--- config.mk ---
export PLATFORM = sky130hd
export DESIGN_NAME = spi_arbiter
export DESIGN_NICKNAME = d
export VERILOG_FILES = /design/src/rtl/spi_arbiter.sv
export SDC_FILE = /design/constraint.sdc
export NUM_CORES = 1
export LEC_CHECK = 0
export BUFFER_PORTS_ARGS = -buffer_cell sky130_fd_sc_hd__buf_2
export CAP_MARGIN = 15
export CORE_UTILIZATION = 50
export CTS_CLUSTER_SIZE = 40
export DETAILED_ROUTE_END_ITERATION = 7
export HOLD_SLACK_MARGIN = 0.1
export MAX_ROUTING_LAYER = met4
export PLACE_DENSITY = 0.9
export SYNTH_ARGS = -nofsm -noshare
export SYNTH_HDL_FRONTEND = slang
export SYNTH_SLANG_ARGS = --single-unit
export TNS_END_PERCENT = 100
--- constraint.sdc ---
create_clock -name Clk -period 4.68 [get_ports Clk]
set_input_delay 0.702 -clock Clk [delete_from_list [all_inputs] [get_ports Clk]]
set_output_delay 0.702 -clock Clk [all_outputs]
set_load 0.01 [all_outputs]
--- src/rtl/spi_arbiter.sv ---
// Round-robin arbiter sharing one spi_master among NUM_REQ requesters.
// Latches the winner's config, launches a transfer, tracks Done and returns a one-cycle response.

module spi_arbiter_cs (
  input  logic grant,
  input  logic mss,
  output logic ssn
);
  assign ssn = grant ? mss : 1'b1;
endmodule

module spi_arbiter #(
  parameter int DATA_WIDTH   = 8,
  parameter int NUM_REQ      = 4,
  parameter int GAP_CYCLES   = 2,
  parameter int BUSY_TIMEOUT = 8
) (
  input  logic                          Clk,
  input  logic                          Reset,
  input  logic [NUM_REQ-1:0]            Req,
  input  logic [NUM_REQ*DATA_WIDTH-1:0] ReqTxData,
  input  logic [NUM_REQ*2-1:0]          ReqMode,
  input  logic [NUM_REQ*2-1:0]          ReqClkDiv,
  output logic [NUM_REQ-1:0]            Grant,
  output logic [NUM_REQ-1:0]            RspValid,
  output logic [DATA_WIDTH-1:0]         RspData,
  output logic                          RspErr,
  output logic                          Busy,
  output logic                          MStart,
  output logic [1:0]                    MMode,
  output logic [1:0]                    MClkDiv,
  output logic [DATA_WIDTH-1:0]         MTxData,
  input  logic                          MDone,
  input  logic [DATA_WIDTH-1:0]         MRxData,
  input  logic                          MSS,
  output logic [NUM_REQ-1:0]            SSn
);
  localparam int IW = (NUM_REQ > 1) ? $clog2(NUM_REQ) : 1;
  localparam int CW = $clog2(BUSY_TIMEOUT);
  localparam int GW = (GAP_CYCLES > 1) ? $clog2(GAP_CYCLES) : 1;

  typedef enum logic [2:0] {IDLE, LAUNCH, WAIT_BUSY, WAIT_DONE, RESP, GAP} state_t;

  state_t        state;
  logic [IW-1:0] ptr, idx;
  logic [CW-1:0] tcnt;
  logic [GW-1:0] gcnt;

  logic [NUM_REQ-1:0][DATA_WIDTH-1:0] tx_arr;
  logic [NUM_REQ-1:0][1:0]            mode_arr, div_arr;

  assign tx_arr   = ReqTxData;
  assign mode_arr = ReqMode;
  assign div_arr  = ReqClkDiv;

  // First requester at or after ptr, wrapping; scanned downward so the nearest slot wins.
  logic [IW-1:0] pick;
  logic          pick_vld;
  int            slot;
  always_comb begin
    pick     = '0;
    pick_vld = 1'b0;
    slot     = 0;
    for (int k = NUM_REQ-1; k >= 0; k--) begin
      slot = int'(ptr) + k;
      if (slot >= NUM_REQ) slot = slot - NUM_REQ;
      if (Req[slot]) begin
        pick     = IW'(slot);
        pick_vld = 1'b1;
      end
    end
  end

  always_ff @(posedge Clk or posedge Reset) begin
    if (Reset) begin
      state    <= IDLE;
      ptr      <= '0;
      idx      <= '0;
      tcnt     <= '0;
      gcnt     <= '0;
      Grant    <= '0;
      RspValid <= '0;
      RspData  <= '0;
      RspErr   <= 1'b0;
      Busy     <= 1'b0;
      MStart   <= 1'b0;
      MTxData  <= '0;
      MMode    <= '0;
      MClkDiv  <= '0;
    end else begin
      MStart   <= 1'b0;
      RspValid <= '0;
      case (state)
        IDLE: if (pick_vld) begin
          idx     <= pick;
          Grant   <= NUM_REQ'(1) << pick;
          MTxData <= tx_arr[pick];
          MMode   <= mode_arr[pick];
          MClkDiv <= div_arr[pick];
          MStart  <= 1'b1;
          Busy    <= 1'b1;
          state   <= LAUNCH;
        end
        LAUNCH: begin
          tcnt  <= '0;
          state <= WAIT_BUSY;
        end
        WAIT_BUSY: begin
          if (!MDone) state <= WAIT_DONE;
          else if (tcnt == CW'(BUSY_TIMEOUT-1)) begin
            RspValid <= Grant;
            RspData  <= '0;
            RspErr   <= 1'b1;
            state    <= RESP;
          end else tcnt <= tcnt + 1'b1;
        end
        WAIT_DONE: if (MDone) begin
          RspValid <= Grant;
          RspData  <= MRxData;
          RspErr   <= 1'b0;
          state    <= RESP;
        end
        RESP: begin
          ptr     <= (idx == IW'(NUM_REQ-1)) ? '0 : idx + 1'b1;
          Grant   <= '0;
          RspData <= '0;
          RspErr  <= 1'b0;
          gcnt    <= '0;
          state   <= GAP;
        end
        GAP: begin
          if (gcnt == GW'(GAP_CYCLES-1)) begin
            Busy  <= 1'b0;
            state <= IDLE;
          end else gcnt <= gcnt + 1'b1;
        end
        default: state <= IDLE;
      endcase
    end
  end

  // Master SS is routed only to the current owner's chip select.
  spi_arbiter_cs u_cs [NUM_REQ-1:0] (.grant(Grant), .mss(MSS), .ssn(SSn));

endmodule

==> results.py <==
metrics = {
    "status": {
        "status": "finished, final reports clean",
    },
    "place": {
        "place.gp.congestion": 0.7553,
        "dp.cells": 353,
        "dp_hpwl_mm": 3.736,
        "numPortBuffers": 98,
        "place_area_mm2": 0.002592,
    },
    "pwr": {
        "p_int_uw": 928.4,
        "clockPowerShare": 0.181,
        "leakage_nw": 1.422,
        "finalPower_mw": 1.554,
        "power_density_mw_per_mm2": 576.0,
        "power_switching_uw": 626.1,
        "irDropWorstVdd_v": 0.0003744,
        "swShare": 0.4028,
        "p_comb_frac": 0.424,
        "p_seq_frac": 0.395,
    },
    "timing": {
        "tightest_slew_ps": 975.3,
        "min_period_over_period": 0.5037,
        "maxSlewViolCount": 0,
        "period_minus_slack_ps": 2357,
        "max_slew_margin": 0.3498,
        "hold_viol_final": 0,
        "rsz0062_at_grt": "no",
        "tns_ps": 0,
        "fin_hold_ws_ps": 480.1,
        "fmax_mhz": 424.2,
        "setup-violations-final": 0,
        "fin_skew_ps": 6.584,
    },
    "synthesis": {
        "synthTopCellsByArea": "dfrtp_1 (49%), nand2_1 (7.6%), mux2i_1 (5.6%)",
        "syn_inst": 223,
        "yosysWarnings": 0,
        "synth_top_area_cell": "dfrtp_1",
        "synth.top_cell.area_share": 0.4867,
        "syn_nets": 290,
        "ys_seq_area_frac": 0.4867,
        "synth.ff_latch_count": 42,
        "syn_area_mm2": 0.002160,
        "synthFlopType": "dfrtp_1",
        "ys_types": 37,
        "synthArstFlopShare": 1.000,
        "synth_edf_count": 0,
        "syn_area_per_cell_um2": 9.684,
    },
    "route": {
        "drc": 0,
        "wl_per_cell_um": 14.15,
        "viasPerCell": 5.463,
        "vias": 1972,
        "final_antenna_net_count": 0,
        "drt-total-wl_mm": 5.107,
        "drtPass1Iterations": 4,
        "drt_iter0_drc": 103,
    },
    "clock_network": {
        "insertion_delay_ps": 300,
        "holdBufCountCts": 0,
        "root_buffer": "clkbuf_8",
        "htree_levels": 2,
        "cts_resized": 0,
        "numCtsBuffers": 5,
        "clockBufferDepth": 2,
        "path_clk_slew_ps": 70,
        "cts_tree": "yes",
        "clkSinkCount": 42,
        "post_cts_buffers": 0,
    },
    "hold_path": {
        "hold_path.class": "register to register",
    },
    "grt": {
        "antenna_found_initial": 0,
        "grt_pass1_wl_mm": 7.976,
        "grt_overflow": 0,
        "grt.total_usage": 0.2451,
        "first_global_vias": 1762,
        "grt_start_max_net_pins": 43,
    },
    "finish": {
        "drive_above_1_share": 0.3633,
        "fin_nets": 377,
        "final_cell_area_mm2": 0.002699,
        "area_growth_pct": 24.97,
        "num_antenna_cells": 0,
        "layoutNonFillerInstCount": 361,
        "fill_cells": 334,
    },
    "worst_setup_path": {
        "worstSetupEndpointType": "register",
        "worstPathRequired_ps": 4810,
        "cp_max_fo": 21,
        "cp.arrival_ps": 2480,
        "critical_path_class": "input pin to register",
        "start_kind": "input pin",
    },
    "floorplanning": {
        "die_y_um": 67.72,
        "fp.dieW_um": 67.72,
        "start_util": 0.5285,
        "core_area_mm2": 0.004086,
        "design.die.area_mm2": 0.004586,
        "rows": 23,
        "ios": 99,
    },
    "flow_run": {
        "max_cap_viol_count": 0,
    },
}
[state kept, by name, summed over array words and instances, names as in the netlist]
signal,cells
MTxData,8
RspData,8
Grant,4
RspValid,4
state,3
tcnt,3
MClkDiv,2
MMode,2
idx,2
ptr,2
Busy,1
MStart,1
RspErr,1
gcnt,1
[layer usage]
layer	share of wire	track usage	wire length [um]	up-vias
met4	0.021	0.09574	107	0
met2	0.50	0.3824	2532	69
met1	0.44	0.3098	2235	929
met5	0	-	0	-
met3	0.046	0.05068	233	10
li1	-	-	-	964
[per-stage QoR]
stage          utilization  worst slack [ps]
6_report            0.6604              2323
5_1_grt             0.6604              2170
4_1_cts             0.6604              2337
3_5_place_dp        0.6344              2034
3_3_place_gp        0.6344              2098
2_1_floorplan            -              2770
[critical path: stages]
cell and delay, ps:
buf_2 130, or4_4 550, nand2_2 320, inv_2 220, nand2_1 400, o21ai_0 150
[final cells by class]
cell class	count	area, um^2	area share
multi-input cells	156	958.4	0.3551
clock inverters	1	30.03	0.01113
flip-flops and latches	42	1051	0.3894
well taps	50	62.56	0.02318
inverters	6	22.52	0.008345
repair buffers	99	498.0	0.1845
clock buffers	7	76.32	0.02828
[placed cells by master (no fill, tap or decap), drive strengths merged, types with 3 or more instances in the layout]
cell / count
a21oi: 8
a32oi: 12
and2: 4
buf: 99
clkbuf: 7
dfrtp: 42
ha: 3
inv: 5
mux2i: 12
nand2: 45
nand2b: 9
nand3: 5
nor2: 8
nor2b: 3
o211ai: 12
o21ai: 15
[cell families after synthesis]
group,Yosys count,synth area share
AO/OA/AOI/OAI,59,0.1918
adder cells (fa/ha/maj),3,0.01738
buffers and inverters,25,0.06952
flip-flops,42,0.4867
multiplexers,13,0.06084
AND/OR/NAND/NOR,81,0.1738
[Yosys cell counts (3+ instances only)]
library cell   n
nor2_1         8
mux2i_1       12
nor2b_1        3
o211ai_1      12
a32oi_1       12
buf_4          8
nand2b_1       9
dfrtp_1       42
nand2_1       44
o21ai_0       15
ha_1           3
inv_1          4
buf_2          6
a21oi_1        8
nand3_1        5
clkbuf_1       3
and2_1         4
[path summary, 6_finish.rpt]
kind | start | end | slack [ps] | cells after the start
max in group asynchronous | Reset | tcnt[2] | 3800 | 3
min reg2reg | RspData[5] | RspData[5] | 480 | 2
min in group asynchronous | Reset | RspValid[2] | 520 | 3
min | RspData[5] | RspData[5] | 480 | 2
max reg2reg | tcnt[0] | RspData[2] | 2470 | 6
max | Req[3] | Grant[1] | 2320 | 6
[power groups by stage]
| stage | combinational [mW] | clock [mW] | sequential (mW) |
|---|---|---|---|
| after floorplan | 0.496 | 0 | 0.612 |
| after global placement | 0.637 | 0 | 0.611 |
| after detailed placement | 0.662 | 0 | 0.619 |
| after CTS | 0.664 | 0.286 | 0.612 |
| after global routing | 0.752 | 0.306 | 0.636 |
| final | 0.659 | 0.282 | 0.614 |
No activity file was read; power rests on OpenSTA's default activity.
